File: src/rtl/crc_pkg.sv
// Shared definitions for the serial CRC block: default geometry, polynomial
// and the controller state encoding.
package crc_pkg;

    localparam int         CRC_WD_DEF = 8;
    localparam logic [7:0] SEED_DEF   = 8'hD8;
    localparam logic [7:0] TAPS_DEF   = 8'h44;

    typedef enum logic [1:0] {
        ST_IDLE   = 2'd0,
        ST_SHIFT  = 2'd1,
        ST_OUTPUT = 2'd2
    } state_e;

endpackage

File: src/rtl/crc_lfsr_step.sv
// One bit-serial LFSR step: right shift with data-qualified feedback injected
// into the top stage and into every tapped lower stage.
module crc_lfsr_step
    import crc_pkg::*;
#(
    parameter int                CRC_WD = CRC_WD_DEF,
    parameter logic [CRC_WD-1:0] TAPS   = CRC_WD'(TAPS_DEF)
) (
    input  logic [CRC_WD-1:0] lfsr,
    input  logic              data,
    output logic [CRC_WD-1:0] lfsr_next
);

    logic fb;

    always_comb begin
        fb = lfsr[0] ^ data;
        // The top stage always takes raw feedback, so its tap bit is irrelevant.
        lfsr_next = {fb, lfsr[CRC_WD-1:1] ^ (TAPS[CRC_WD-2:0] & {(CRC_WD-1){fb}})};
    end

endmodule

File: src/rtl/crc.sv
// Serial CRC generator: absorbs an LSB-first message while ACTIVE is high,
// then streams the CRC_WD-bit remainder LSB first and reseeds.
module crc
    import crc_pkg::*;
#(
    parameter int                CRC_WD = CRC_WD_DEF,
    parameter logic [CRC_WD-1:0] SEED   = CRC_WD'(SEED_DEF),
    parameter logic [CRC_WD-1:0] TAPS   = CRC_WD'(TAPS_DEF)
) (
    input  logic CLK,
    input  logic RST,
    input  logic ACTIVE,
    input  logic DATA,
    output logic CRC,
    output logic Valid
);

    localparam int CNT_WD = $clog2(CRC_WD + 1);

    state_e              state, state_next;
    logic [CRC_WD-1:0]   lfsr, lfsr_next, lfsr_step;
    logic [CNT_WD-1:0]   cnt, cnt_next;
    logic                crc_next, valid_next;
    logic                last_bit;

    crc_lfsr_step #(
        .CRC_WD (CRC_WD),
        .TAPS   (TAPS)
    ) u_step (
        .lfsr      (lfsr),
        .data      (DATA),
        .lfsr_next (lfsr_step)
    );

    assign last_bit = (cnt == CNT_WD'(CRC_WD));

    // NOTE: clocked state uses non-blocking assignments so every register
    // samples pre-edge values regardless of statement order.
    always_ff @(posedge CLK or posedge RST) begin
        if (RST) begin
            state <= ST_IDLE;
            lfsr  <= SEED;
            cnt   <= '0;
            CRC   <= 1'b0;
            Valid <= 1'b0;
        end else begin
            state <= state_next;
            lfsr  <= lfsr_next;
            cnt   <= cnt_next;
            CRC   <= crc_next;
            Valid <= valid_next;
        end
    end

    // NOTE: every combinational output gets a default first so no path
    // leaves it unassigned, which would otherwise infer a latch.
    always_comb begin
        state_next = state;
        unique case (state)
            ST_IDLE:   if (ACTIVE)   state_next = ST_SHIFT;
            ST_SHIFT:  if (!ACTIVE)  state_next = ST_OUTPUT;
            ST_OUTPUT: if (last_bit) state_next = ST_IDLE;
            default:                 state_next = ST_IDLE;
        endcase
    end

    always_comb begin
        lfsr_next  = lfsr;
        cnt_next   = cnt;
        crc_next   = CRC;
        valid_next = Valid;
        unique case (state)
            ST_IDLE: begin
                if (ACTIVE) lfsr_next = lfsr_step;
            end
            ST_SHIFT: begin
                if (ACTIVE) begin
                    lfsr_next = lfsr_step;
                end else begin
                    crc_next   = lfsr[0];
                    lfsr_next  = lfsr >> 1;
                    valid_next = 1'b1;
                    cnt_next   = CNT_WD'(1);
                end
            end
            ST_OUTPUT: begin
                // ACTIVE is deliberately ignored until the remainder is out.
                if (last_bit) begin
                    crc_next   = 1'b0;
                    valid_next = 1'b0;
                    lfsr_next  = SEED;
                    cnt_next   = '0;
                end else begin
                    crc_next   = lfsr[0];
                    lfsr_next  = lfsr >> 1;
                    cnt_next   = cnt + CNT_WD'(1);
                end
            end
            default: begin
                lfsr_next  = SEED;
                cnt_next   = '0;
                crc_next   = 1'b0;
                valid_next = 1'b0;
            end
        endcase
    end

endmodule

File: config.mk
export PLATFORM = sky130hd
export DESIGN_NAME = crc
export DESIGN_NICKNAME = d
export VERILOG_FILES = /design/src/rtl/crc_pkg.sv /design/src/rtl/crc_lfsr_step.sv /design/src/rtl/crc.sv
export SDC_FILE = /design/constraint.sdc
export NUM_CORES = 1
export LEC_CHECK = 0
export CAP_MARGIN = 20
export CELL_PAD_IN_SITES_DETAIL_PLACEMENT = 1
export CELL_PAD_IN_SITES_GLOBAL_PLACEMENT = 2
export CORE_MARGIN = 2
export CORE_UTILIZATION = 39
export CTS_BUF_LIST = sky130_fd_sc_hd__clkbuf_4 sky130_fd_sc_hd__clkbuf_8
export CTS_CLUSTER_SIZE = 14
export DETAILED_ROUTE_END_ITERATION = 8
export PLACE_DENSITY_LB_ADDON = 0.12
export SYNTH_ARGS = -nofsm -noshare
export SYNTH_HDL_FRONTEND = slang
export SYNTH_HIERARCHICAL = 1
export SYNTH_SLANG_ARGS = --single-unit
File: constraint.sdc
create_clock -name CLK -period 1.9 [get_ports CLK]
set_clock_uncertainty 0.05 [all_clocks]
set_input_delay 0.38 -clock CLK [delete_from_list [all_inputs] [get_ports CLK]]
set_output_delay 0.38 -clock CLK [all_outputs]
set_load 0.03 [all_outputs]
==> summary.txt <==
Critical path
  – Crit path cell chain: clkdlybuf4s50_1
  – Critical Path RT: 1470 ps
  – Buf+Inv Stages, Crit Path: 1
  – Reg2reg end: lfsr[1]$_DFFE_PP0N_
  – Worst reg2reg startpoint: state[0]$_DFFE_PP0P_
  – Reg2Reg Setup Slack: 150 ps
  – CP Class: flop to output pin
  – WP data arrival: 1330 ps
  – Crit Path Max Fanout: 2
  – Reg2reg path depth: 4
  – CP max-delay cell: clkdlybuf4s50_1
  – CP Capture Type: output pin
  – CP delay by family, top: buffers and inverters
  – CP Launch Type: flop
  – Critical Path Max Stage Delay: roughly 670 ps

Power
  – Max IR drop VDD: about 0.00067 V
  – Power per cell area: 1460 nW/um2
  – Leakage: 0.000563 uW
  – Total Power: between 1500 and 2000 uW

Final layout
  – Commonest non-fill, non-tap cell in the layout: dfrtp_1
  – Share of cells above drive strength 1: ~23%
  – Register Area: 405 um2
  – Layout area overhead: 9.45%
  – Most frequent cells in the layout: 12 x dfrtp_1, 10 x a21oi_1, 9 x nand2_1, 9 x buf_4
  – Fill cells: 308
  – Multi-input logic area: 574 um2
  – # nets final: between 100 and 150
  – Antenna cells: 0
  – Post-Layout Cell Count: around 150

Clock tree
  – CTS buffer count: 3
  – Root buf cell: clkbuf_4
  – Hold buffer count at cts: 0
  – CTS tree: yes
  – Clk slew on worst S/H paths: 110 ps
  – Post CTS Setup Buffer Count: 0
  – Clock sink count: 16
  – PostCTS Resize Cnt: 0
  – H-tree Lvls: 1
  – CTS max path bufs: 2
  – Skew-Pair Late Insertion Delay: 290 ps

Min path
  – Hold Crit Class: input port to async pin

Timing
  – Final setup vio count: 0
  – Worst-margin pin slew: 492 ps
  – Worst hold slack: 346 ps
  – Max-slew headroom: 67.1%
  – Slew Viols, Final: 0
  – Period utilization: between 90% and 100%
  – Tmin final: 1760 ps
  – Max Freq: ~570 MHz
  – Final hold violation count: 0
  – Unrepaired setup endpoints after global routing: no

Synthesis
  – FF+latch count, synth: 16
  – Sequential element share of the synthesized area: 36.9%
  – Post-Synthesis Cells: ~110
  – Post-synthesis cell area: 1100 um2
  – Post-Synthesis Net Count: 123
  – Ys Warns: 6
  – Unique masters post-synth: 34
  – Mapped Avg Cell Area: between 9 and 10 um2

Floorplan
  – I/O pin cnt: 6
  – Core area: ~2700 um2
  – Die Height: 57.1 um
  – Row cnt: 19
  – Initial Utilization: 40.5%
  – Die area: between 3000 and 4000 um2
  – Die width: 57.1 um

Global route
  – First-pass GRT wire length: ~4400 um
  – Total track usage: 17.3%
  – Largest net degree at the start of global routing: 17
  – Number of global-route vias before repair: 911
  – Remaining global-route overflow: 0
  – Antenna violations before repair: 0

Drt
  – Post-route ant nets: 0
  – DRC violation count after routing: 0
  – WL per Instance: 16.9 um
  – Drt first pass iters: 4
  – Via Count: 858
  – Via/cell ratio: between 5 and 6
  – Initial DRC count: 22
  – Final WL: around 2600 um

Place
  – Dpl hpwl: approximately 1900 um
  – IO Port Bufs: 5
  – DP Cell Count: ~150
  – GPL Wtd Cong: 0.736

Run
  – Max-Cap Viols: 0

Status
  – Outcome: completed
==> area by class of cell <==
class                           count  area share (%)
Clock buffer                        4            3.02
Timing Repair Buffer               14            9.78
Sequential cell                    16            33.7
Multi-Input combinational cell     78            47.8
Inverter                            8            2.50
Tap cell                           31            3.23
==> worst max path at each step <==
stage | to | slack, ps | start | cells after the start
floorplan | cnt[2]$_DFFE_PP0P_ | 410 | state[0]$_DFFE_PP0P_ | 7
global placement | lfsr[2]$_DFFE_PP0N_ | -30 | DATA | 4
detailed placement | lfsr[6]$_DFFE_PP1N_ | -110 | DATA | 5
CTS | CRC | 120 | CRC$_DFFE_PP0P_ | 1
global route | lfsr[6]$_DFFE_PP1N_ | 20 | state[0]$_DFFE_PP0P_ | 6
finish | CRC | 140 | CRC$_DFFE_PP0P_ | 1
==> sequential cells by signal, indices dropped and copies added (netlist names) <==
name   count
CRC        1
Valid      1
cnt        4
lfsr       8
state      2
==> logic make-up after synthesis <==
| logic type | share of synthesized area, % |
|---|---|
| buffers and inverters | 11.0 |
| adders and majority gates | 6.83 |
| DFF | 36.9 |
| xor gates and xnor gates | 5.13 |
| and+or+nand+nor | 13.9 |
| AOI/OAI and AO/OA | 26.2 |
==> synthesized netlist by cell type (all sizes together) <==
library cell / instances / area (um2)
inv: 8 / 30.0
dfstp: 4 / 105
a2bb2oi: 1 / 8.76
a221o: 4 / 40.0
a31oi: 3 / 18.8
buf: 11 / 91.3
o31ai: 1 / 7.51
a211oi: 1 / 12.5
xor2: 1 / 8.76
o21ai: 7 / 35.0
o41ai: 1 / 8.76
nor2b: 1 / 6.26
nand3: 3 / 15.0
a21oi: 11 / 58.8
and3: 4 / 30.0
nand3b: 1 / 20.0
nand2: 9 / 33.8
o221ai: 2 / 17.5
and2: 1 / 6.26
nor2: 6 / 22.5
or3: 2 / 12.5
a22o: 4 / 36.3
o22ai: 1 / 6.26
nand4: 1 / 6.26
a21boi: 2 / 15.0
xor3: 2 / 47.6
dfrtp: 12 / 300
ha: 6 / 75.1
a21o: 3 / 22.5
==> through the flow <==
step / setup WS (ps) / setup TNS (ps) / util (%) / cell area [um2]
floorplan: 408 / 0 / - / 1100
global placement: -30.3 / -30.3 / 42.9 / 1160
detailed placement: -109 / -283 / 42.9 / 1160
CTS: 118 / 0 / 44.3 / 1200
global route: 22.0 / 0 / 44.4 / 1200
finish: 141 / 0 / 44.4 / 1200
==> power breakdown <==
group,internal [uW],switching [uW],total (uW)
sequential,497,127,623
clock,117,117,233
combinational,410,483,894
==> metal layers <==
layer	global-route usage (%)	wire, um	part of all wire, %
met5	0	0	0
met4	6.31	26	1.0
met3	2.72	65	2.5
met2	27.4	1180	46
met1	24.0	1280	50
Power figures use the tool's default switching activity.
